[config.mk]
export PLATFORM = sky130hd
export DESIGN_NAME = lfsr_rand_range_flat
export DESIGN_NICKNAME = d
export VERILOG_FILES = /design/src/rtl/lfsr_rand_range_if.sv /design/src/rtl/lfsr_rand_range.sv /design/src/flat_wrapper.sv
export SDC_FILE = /design/constraint.sdc
export NUM_CORES = 1
export LEC_CHECK = 0
export BUFFER_PORTS_ARGS = -buffer_cell sky130_fd_sc_hd__buf_4
export CAP_MARGIN = 40
export CORE_MARGIN = 1.5
export CORE_UTILIZATION = 50
export DETAILED_ROUTE_END_ITERATION = 8
export GPL_TIMING_DRIVEN = 0
export PLACE_DENSITY = 0.76
export SYNTH_ARGS = -nofsm -noshare
export SYNTH_HDL_FRONTEND = slang
export SYNTH_SLANG_ARGS = --single-unit
[constraint.sdc]
create_clock -name Clk -period 3.4 [get_ports Clk]
set_input_delay 0.34 -clock Clk [delete_from_list [all_inputs] [get_ports Clk]]
set_output_delay 0.34 -clock Clk [all_outputs]
set_load 0.01 [all_outputs]
[src/rtl/lfsr_rand_range_if.sv]
// Control/data bundle for lfsr_rand_range: the requester drives the master side,
// the random source implements the slave side.
interface lfsr_rand_range_if #(
  parameter int unsigned WIDTH = 13
);
  logic             En;
  logic             SeedLoad;
  logic [WIDTH-1:0] SeedValue;
  logic             Req;
  logic [WIDTH-1:0] Base;
  logic [WIDTH-1:0] Limit;
  logic [WIDTH-1:0] RandomValue;
  logic [WIDTH-1:0] Value;
  logic             Valid;
  logic             Busy;
  logic             LockupFlag;

  modport master (
    output En, SeedLoad, SeedValue, Req, Base, Limit,
    input  RandomValue, Value, Valid, Busy, LockupFlag
  );

  modport slave (
    input  En, SeedLoad, SeedValue, Req, Base, Limit,
    output RandomValue, Value, Valid, Busy, LockupFlag
  );
endinterface

[src/rtl/lfsr_rand_range.sv]
// Fibonacci LFSR random source with seed loading, zero-lockup recovery and a
// rejection-sampling engine that draws uniformly from [Base, Base+Limit].
module lfsr_rand_range #(
  parameter int unsigned      WIDTH     = 13,
  parameter logic [WIDTH-1:0] TAPS      = 13'h1803,
  parameter logic [WIDTH-1:0] SEED      = 13'h1F2D,
  parameter int unsigned      MAX_TRIES = 8
) (
  input logic              Clk,
  input logic              Rst,
  lfsr_rand_range_if.slave bus
);

  localparam int unsigned     TW       = (MAX_TRIES > 1) ? $clog2(MAX_TRIES) : 1;
  localparam logic [TW-1:0]   LAST_TRY = TW'(MAX_TRIES - 1);

  typedef enum logic {IDLE, DRAW} state_t;

  state_t           state, state_next;
  logic [WIDTH-1:0] lfsr, lfsr_step;
  logic [WIDTH-1:0] base_q, limit_q, mask_q, mask_new;
  logic [WIDTH-1:0] cand, cand_sel, value_q;
  logic [WIDTH:0]   sum;
  logic [TW-1:0]    tries;
  logic             valid_q, lockup_q;
  logic             start, accept, advance;

  assign lfsr_step = {lfsr[WIDTH-2:0], ^(lfsr & TAPS)};

  // Smear the highest set bit of Limit downwards to get the 2^k-1 mask.
  always_comb begin
    mask_new = bus.Limit;
    for (int unsigned i = 1; i < WIDTH; i++) begin
      mask_new = mask_new | (mask_new >> i);
    end
  end

  always_ff @(posedge Clk) begin
    if (!Rst) state <= IDLE;
    else      state <= state_next;
  end

  always_comb begin
    state_next = state;
    start      = 1'b0;
    accept     = 1'b0;
    advance    = 1'b0;
    cand       = lfsr & mask_q;
    cand_sel   = cand;
    case (state)
      IDLE: begin
        advance = bus.En;
        if (bus.Req) begin
          start      = 1'b1;
          state_next = DRAW;
        end
      end
      DRAW: begin
        advance = 1'b1;
        if (cand <= limit_q) begin
          accept     = 1'b1;
          state_next = IDLE;
        end else if (tries == LAST_TRY) begin
          // Halving a masked value always lands inside [0, Limit].
          accept     = 1'b1;
          cand_sel   = cand >> 1;
          state_next = IDLE;
        end
      end
      default: state_next = IDLE;
    endcase
  end

  assign sum = {1'b0, base_q} + {1'b0, cand_sel};

  always_ff @(posedge Clk) begin
    if (!Rst) begin
      lfsr     <= SEED;
      value_q  <= '0;
      valid_q  <= 1'b0;
      lockup_q <= 1'b0;
      base_q   <= '0;
      limit_q  <= '0;
      mask_q   <= '0;
      tries    <= '0;
    end else begin
      valid_q  <= accept;
      lockup_q <= 1'b0;

      if (bus.SeedLoad) begin
        if (bus.SeedValue != '0) begin
          lfsr <= bus.SeedValue;
        end else begin
          lfsr     <= SEED;
          lockup_q <= 1'b1;
        end
      end else if (lfsr == '0) begin
        lfsr     <= SEED;
        lockup_q <= 1'b1;
      end else if (advance) begin
        lfsr <= lfsr_step;
      end

      if (start) begin
        base_q  <= bus.Base;
        limit_q <= bus.Limit;
        mask_q  <= mask_new;
        tries   <= '0;
      end else if (state == DRAW && !accept) begin
        tries <= tries + 1'b1;
      end

      if (accept) value_q <= sum[WIDTH] ? '1 : sum[WIDTH-1:0];
    end
  end

  assign bus.RandomValue = lfsr;
  assign bus.Value       = value_q;
  assign bus.Valid       = valid_q;
  assign bus.Busy        = (state == DRAW);
  assign bus.LockupFlag  = lockup_q;

endmodule

[src/flat_wrapper.sv]
// flat-port wrapper written by rule: the top's interface ports become plain ports
module lfsr_rand_range_flat 
#(
  parameter int unsigned      WIDTH     = 13,
  parameter logic [WIDTH-1:0] TAPS      = 13'h1803,
  parameter logic [WIDTH-1:0] SEED      = 13'h1F2D,
  parameter int unsigned      MAX_TRIES = 8
)
  (Clk, Rst, bus_En, bus_SeedLoad, bus_SeedValue, bus_Req, bus_Base, bus_Limit, bus_RandomValue, bus_Value, bus_Valid, bus_Busy, bus_LockupFlag);
  lfsr_rand_range_if #(.WIDTH(WIDTH)) bus_i ();
  input logic Clk;
  input logic Rst;
  input wire logic [$bits(bus_i.En)-1:0] bus_En;
  input wire logic [$bits(bus_i.SeedLoad)-1:0] bus_SeedLoad;
  input wire logic [$bits(bus_i.SeedValue)-1:0] bus_SeedValue;
  input wire logic [$bits(bus_i.Req)-1:0] bus_Req;
  input wire logic [$bits(bus_i.Base)-1:0] bus_Base;
  input wire logic [$bits(bus_i.Limit)-1:0] bus_Limit;
  output wire logic [$bits(bus_i.RandomValue)-1:0] bus_RandomValue;
  output wire logic [$bits(bus_i.Value)-1:0] bus_Value;
  output wire logic [$bits(bus_i.Valid)-1:0] bus_Valid;
  output wire logic [$bits(bus_i.Busy)-1:0] bus_Busy;
  output wire logic [$bits(bus_i.LockupFlag)-1:0] bus_LockupFlag;
  assign bus_i.En = bus_En;
  assign bus_i.SeedLoad = bus_SeedLoad;
  assign bus_i.SeedValue = bus_SeedValue;
  assign bus_i.Req = bus_Req;
  assign bus_i.Base = bus_Base;
  assign bus_i.Limit = bus_Limit;
  assign bus_RandomValue = bus_i.RandomValue;
  assign bus_Value = bus_i.Value;
  assign bus_Valid = bus_i.Valid;
  assign bus_Busy = bus_i.Busy;
  assign bus_LockupFlag = bus_i.LockupFlag;
  lfsr_rand_range #(.WIDTH(WIDTH), .TAPS(TAPS), .SEED(SEED), .MAX_TRIES(MAX_TRIES)) u_core (.Clk(Clk), .Rst(Rst), .bus(bus_i));
endmodule
==> flow_summary.json, run 1 <==
{
  "routed_wl_um": 11800,
  "ys_top_cells_by_count": "nand2_1, dfxtp_1, a21oi_1",
  "cts_max_level": 3,
  "numCtsBuffers": 9,
  "synth_edf_count": 0,
  "grt_pass1_vias": 3782,
  "vias_per_cell": 5.69,
  "p_total_mw": 2.27,
  "dpl.cell_count": 660,
  "antenna_found_initial": 0,
  "grt-ovfl-total": 0,
  "post-route-period-util": 1.03,
  "status": "finished, violations left",
  "yosys_register_bits": 70,
  "drc": 0,
  "num_rows": 32,
  "io_pins": 73,
  "crit_fanout": 5,
  "clock_latency_ns": 0.35,
  "fp.coreArea_sq_um": 7650,
  "clock.fmax_ghz": 0.285,
  "syn-cell-area_sq_um": 3900,
  "dr.pass1.iters": 5,
  "portBuffers": 70,
  "end_kind": "flip-flop",
  "ys_warn_count": 0,
  "worstSetupStartpointType": "flip-flop",
  "tightest_slew_ns": 0.581,
  "die_h_um": 91.3,
  "rsz0062_at_grt": "yes",
  "avgRoutedWirePerCell_um": 16.6,
  "finish.utilization": 0.708,
  "hold_class": "in -> reg",
  "dr.first_iter.drc_count": 293,
  "finClkSkew_ns": 0.0124,
  "synth_area_leaders": "dfxtp_1, nand2_1, ha_1",
  "criticalPathCategory": "reg -> reg",
  "drv_slew": 0,
  "slew_headroom": 0.613,
  "clk_pin_slew_ns": 0.08,
  "grt_max_degree": 13,
  "cp.arrival_ns": 3.76,
  "clockRootBuffer": "clkbuf_8",
  "synth_ff_type": "dfxtp_1",
  "ys_types": 54,
  "area_growth_syn_to_layout_pct": 38.8,
  "cts_sinks": 70,
  "vias": 4050,
  "synthArstFlopShare": 0,
  "grt_usage": 0.273,
  "diodes": 0,
  "synthDominantCellAreaShare": 0.359,
  "netlist_instances": 488,
  "finalNonFillerCells": 712,
  "dp_hpwl_um": 7950,
  "finalSetupViolCount": 11,
  "fin_crit_ns": 3.51,
  "nets": 679,
  "yosysMostFrequentCell": "nand2_1",
  "peakVddDrop_uv": 395,
  "clk_path_buf_depth": 2,
  "setup_ws_ns": -0.109,
  "die_area_sq_um": 8340,
  "syn_avg_cell_area_sq_um": 7.99,
  "tns_ns": -0.545,
  "power_density_nw_per_um2": 419,
  "grt_pass1_wl_um": 17900,
  "synth_area_leader_cell": "dfxtp_1",
  "yosysSeqAreaShare": 0.359,
  "antenna_left": 0,
  "hold_violations": 0,
  "cp_data_required_time_ns": 3.65,
  "cellLeakagePower_nw": 2.33,
  "hold_ws_ns": 0.239,
  "start_util": 0.510,
  "violations": "setup timing",
  "post_route_cells_drive_above_1_share": 0.339,
  "synth_nets": 562,
  "place_congestion": 0.910,
  "max_cap_violations": 0,
  "die_w_um": 91.3,
  "cts_tree": "built"
}
cell type report:
class,count,area (sq um)
timing repair inverter,1,7.51
clock buffer,10,138
clock inverter,6,37.5
buffer,21,113
inverter,27,101
multi-input combinational,370,2650
sequential,70,1450
fill,574,2230
tap,102,128
timing repair buffer,105,788
timing repair:
action | 4_1_cts | 5_1_grt
hold buffers | 0 | 0
gates cloned | 1 | 0
endpoints found under the setup margin | 13 | 13
setup buffers | 21 | 14
gates resized for setup | 66 | 28
pin swaps | 22 | 23
registers in the layout, indices dropped and copies added, names as in the netlist:
| register | cells |
|---|---|
| u_core.bus.Busy | 1 |
| u_core.limit_q | 12 |
| u_core.tries | 3 |
| u_core.bus.Value | 13 |
| u_core.mask_q | 13 |
| u_core.bus.RandomValue | 13 |
| u_core.bus.Valid | 1 |
| u_core.base_q | 13 |
| u_core.bus.LockupFlag | 1 |
stage by stage:
step           setup WS [ns]  area [sq um]
2_1_floorplan         0.0371          3910
3_3_place_gp          -0.311          4570
3_5_place_dp          -0.409          4570
4_1_cts              -0.0357          5190
5_1_grt               -0.240          5420
6_report              -0.109          5420
report_power, final:
| part | total (mW) | switching, mW | internal, mW |
|---|---|---|---|
| clock network | 0.608 | 0.327 | 0.280 |
| registers | 0.958 | 0.0643 | 0.894 |
| logic | 0.701 | 0.361 | 0.341 |
| total | 2.27 | 0.752 | 1.52 |
critical path, cell delays in order, from the launching register on:
cell and delay (ns):
dfxtp_4 0.38, nand2_2 0.08, inv_1 0.10, ha_4 0.21, and4_4 0.20, a21o_1 0.20
o21ba_4 0.21, nor2_4 0.10, nor2_4 0.07, mux2i_2 0.17, ha_2 0.22, fa_2 0.39
a21o_1 0.23, a221oi_4 0.31, o211ai_1 0.15, a21boi_1 0.18, xor2_1 0.16, a21oi_1 0.07
worst paths after layout:
kind	startpoint	endpoint	slack (ns)	cells after the start
worst max-delay path	u_core.bus.RandomValue[3]	u_core.bus.Value[12]	-0.11	17
worst max register to register	u_core.bus.RandomValue[3]	u_core.bus.Value[12]	-0.11	17
worst min-delay path	bus_Base[9]	u_core.base_q[9]	0.24	3
worst min register to register	u_core.limit_q[9]	u_core.limit_q[9]	0.46	2
kinds of logic (layout without fill, tap and decap cells):
logic type      after synthesis  after routing  synth area share
compound gates              118            118             0.194
xor+xnor                     14             14            0.0314
fa+ha+maj                    30             30            0.0981
buf+inv                      48            170            0.0539
flops                        70             70             0.359
mux                          17             17            0.0436
simple gates                191            191             0.220
per-layer routing:
layer	vias up	GRT usage	share of wire
li1	1952	-	-
met1	1908	0.350	0.43
met2	165	0.458	0.49
met3	25	0.0603	0.062
met4	0	0.0794	0.018
met5	-	0	0
placed cells by master (no fill, tap or decap), types with 6 or more instances in the layout:
cell type	synthesis	layout
a21oi_1	40	35
a31oi_1	9	8
buf_4	0	105
clkbuf_1	17	17
clkbuf_8	0	10
dfxtp_1	70	52
dfxtp_2	0	7
dfxtp_4	0	11
ha_1	29	18
ha_4	0	10
inv_1	26	22
mux2i_1	17	12
nand2_1	100	89
nand2_4	0	9
nand3_1	17	16
nor2_1	38	37
nor3_1	6	6
o211ai_1	7	7
o21ai_0	29	28
xnor2_1	6	6
xor2_1	8	8
(Power assumes the default switching activity.)
==> inputs of run 2 (changes only) <==
--- a/config.mk
+++ b/config.mk
@@ -5,10 +5,11 @@
 export SDC_FILE = /design/constraint.sdc
 export NUM_CORES = 1
 export LEC_CHECK = 0
+export ABC_AREA = 1
 export BUFFER_PORTS_ARGS = -buffer_cell sky130_fd_sc_hd__buf_4
 export CAP_MARGIN = 40
 export CORE_MARGIN = 1.5
-export CORE_UTILIZATION = 50
+export CORE_UTILIZATION = 51
 export DETAILED_ROUTE_END_ITERATION = 8
 export GPL_TIMING_DRIVEN = 0
 export PLACE_DENSITY = 0.76
==> run 2 against run 1 <==
  * The run now ends clean
  * Combinational power increased by 2%
  * Critical path type unchanged
  * Critical path depth grew 5
  * Die area increased by 6.3%
==> flow_summary.json, run 2 <==
{
  "status": "complete, no violations",
  "clk_pin_slew_ns": 0.08,
  "fin_crit_ns": 3.29,
  "synth_area_leaders": "dfxtp_1, nand2_1, nor2_1",
  "p_int_mw": 1.69,
  "tightest_slew_ns": 0.662,
  "grt_pass1_vias": 4072,
  "worstRegToRegCells": 22,
  "hold_class": "in -> reg",
  "hold_end": "u_core.base_q[8]",
  "finalSetupViolCount": 0,
  "synth_nets": 707,
  "io_pins": 73,
  "ys_types": 37,
  "p_total_mw": 2.50,
  "dp_hpwl_um": 9070,
  "die_w_um": 94.2,
  "post_route_cells_drive_above_1_share": 0.239,
  "numCtsBuffers": 9,
  "die_area_sq_um": 8870,
  "synth_edf_count": 0,
  "p_sw_mw": 0.806,
  "grt_max_degree": 13,
  "dp_slack_ns": -0.178,
  "ys_warn_count": 0,
  "final_cell_mix": "nand2_1, nor2_1, inv_1",
  "routed_wl_um": 12200,
  "power_frac_clock": 0.330,
  "rsz0062_at_grt": "yes",
  "yosys_register_bits": 70,
  "grt_usage": 0.270,
  "drc": 0,
  "yosysMostFrequentCell": "nand2_1",
  "portBuffers": 71,
  "cts_tree": "built",
  "syn-cell-area_sq_um": 4240,
  "finalNonFillerCells": 842,
  "clockRootBuffer": "clkbuf_8",
  "place_congestion": 0.912,
  "ys_top_cells_by_count": "nand2_1, nor2_1, inv_1",
  "final_common_cell": "nand2_1",
  "p_sw_frac": 0.323,
  "diodes": 0,
  "r2r-end": "u_core.bus.Value[6]",
  "power_frac_seq": 0.383,
  "pwr-share-comb": 0.287,
  "cp_data_required_time_ns": 3.66,
  "path_common_cell": "nand2_1",
  "crit_fanout": 5,
  "cellLeakagePower_nw": 2.81,
  "synth_ff_type": "dfxtp_1",
  "vias_per_cell": 5.29,
  "dr.first_iter.drc_count": 172,
  "finClkSkew_ns": 0.00873,
  "end_kind": "flip-flop",
  "dpl.cell_count": 809,
  "post-route-period-util": 0.969,
  "postPlaceCellArea_sq_um": 4900,
  "synth_area_leader_cell": "dfxtp_1",
  "area_growth_syn_to_layout_pct": 30.4,
  "cts_max_level": 3,
  "clock_latency_ns": 0.36,
  "hold_buffers": 0,
  "synthArstFlopShare": 0,
  "num_rows": 33,
  "dr.pass1.iters": 5,
  "power_density_nw_per_um2": 452,
  "nFillCells": 697,
  "fin_area_sq_um": 5530,
  "clk_path_buf_depth": 2,
  "vias": 4458,
  "yosysSeqAreaShare": 0.331,
  "criticalPathCategory": "reg -> reg",
  "clock.fmax_ghz": 0.304,
  "setup_ws_ns": 0.106,
  "cp.arrival_ns": 3.55,
  "hold_start": "bus_Base[8]",
  "fp.coreArea_sq_um": 8130,
  "nets": 807,
  "drv_slew": 0,
  "worstReg2RegStart": "u_core.bus.RandomValue[6]",
  "slew_headroom": 0.559,
  "cts_sinks": 70,
  "max_stage_delay_ns": 0.37,
  "synthDominantCellAreaShare": 0.331,
  "r2r_slack_ns": 0.11,
  "multi_input_area_sq_um": 2590,
  "crit_slowest_cell": "fa_2",
  "antenna_found_initial": 0,
  "avgRoutedWirePerCell_um": 14.5,
  "regArea_sq_um": 1430,
  "peakVddDrop_uv": 221,
  "cp_cell_sequence": "nand2_1, inv_1, ha_1, nand2_1, nand2_1, nand2_1, a21oi_4, nor2_4, nand2_4, nand4_4, buf_4, a21oi_2, ha_1, fa_2, nand3_1, nand2_2, nand2_1, nand2_1, xor2_1, or2_4, nor2_2, nor2_1",
  "die_h_um": 94.2,
  "grt-ovfl-total": 0,
  "start_util": 0.521,
  "netlist_instances": 633,
  "syn_avg_cell_area_sq_um": 6.69,
  "hold_path_depth": 3,
  "grt_pass1_wl_um": 18300,
  "worstSetupStartpointType": "flip-flop",
  "max_cap_violations": 0,
  "hold_violations": 0,
  "antenna_left": 0
}
==> run 2: cell count changes after synthesis, moves of 11 or more <==
cell / before / now
nand3_1: 17 / 30
mux2i_1: 17 / 0
nand2_1: 100 / 130
o21ai_1: 0 / 12
o21ai_0: 29 / 40
nor2_1: 38 / 105
inv_1: 26 / 94
==> run 2: cells by family after synthesis <==
family / after synthesis / synth area share
buf+inv: 118 / 0.111
compound gates: 113 / 0.151
simple gates: 293 / 0.299
flops: 70 / 0.331
xor+xnor: 9 / 0.0186
fa+ha+maj: 30 / 0.0903
==> run 2: worst max-delay path by stage <==
stage                                     from                   end  slack, ns  depth (start not counted)
finish               u_core.bus.RandomValue[6]   u_core.bus.Value[6]       0.11                         22
global placement    u_core.bus.RandomValue[11]   u_core.bus.Value[5]      -0.15                         22
global route         u_core.bus.RandomValue[6]   u_core.bus.Value[3]      -0.08                         23
CTS                 u_core.bus.RandomValue[10]   u_core.bus.Value[6]       0.02                         21
detailed placement  u_core.bus.RandomValue[11]  u_core.bus.Value[12]      -0.18                         23
floorplan           u_core.bus.RandomValue[11]   u_core.bus.Value[5]       0.23                         22
==> run 2: worst max-delay path, delay by kind of cell, from the launching register on <==
kind                     cells  cell delay [ns]
buffers and inverters        2             0.24
flip-flops                   1             0.36
AO/OA/AOI/OAI                2             0.13
AND/OR/NAND/NOR             14             1.40
adder cells (fa/ha/maj)      3             0.89
XOR/XNOR                     1             0.16
==> run 2: layer usage <==
metal,track usage,vias up,share of wire
li1,-,2221,-
met1,0.309,2039,0.40
met2,0.488,163,0.51
met3,0.0388,35,0.054
met4,0.129,0,0.028
met5,0,-,0
==> run 2: power groups by stage <==
| stage | registers [mW] | clock network, mW | logic [mW] |
|---|---|---|---|
| 3_3_place_gp | 0.971 | 0 | 0.596 |
| 3_5_place_dp | 0.974 | 0 | 0.611 |
| 5_1_grt | 0.965 | 0.860 | 0.796 |
| 6_report | 0.957 | 0.825 | 0.716 |
| 4_1_cts | 0.956 | 0.823 | 0.628 |
| 2_1_floorplan | 0.976 | 0 | 0.398 |
==> run 2: through the flow <==
| stage | util | setup TNS [ns] | hold WS, ns |
|---|---|---|---|
| after floorplan | - | 0 | 0.435 |
| after global placement | 0.603 | -1.26 | 0.453 |
| after detailed placement | 0.603 | -1.61 | 0.453 |
| after CTS | 0.639 | 0 | 0.237 |
| after global routing | 0.680 | -0.451 | 0.252 |
| final | 0.680 | 0 | 0.234 |
==> run 2: timing repair <==
item                       in CTS  in global routing
setup endpoints to repair      13                 13
gates resized for setup        15                 55
buffers inserted                2                 13
cloned                          0                  3
pin swaps                       2                 18
==> run 2: cell type report <==
type | instances | share of cell area
sequential | 70 | 0.258
tap | 105 | 0.0238
multi-input combinational | 446 | 0.468
clock buffer | 9 | 0.0224
clock inverter | 6 | 0.0201
timing repair buffer | 88 | 0.120
buffer | 23 | 0.0222
inverter | 95 | 0.0650
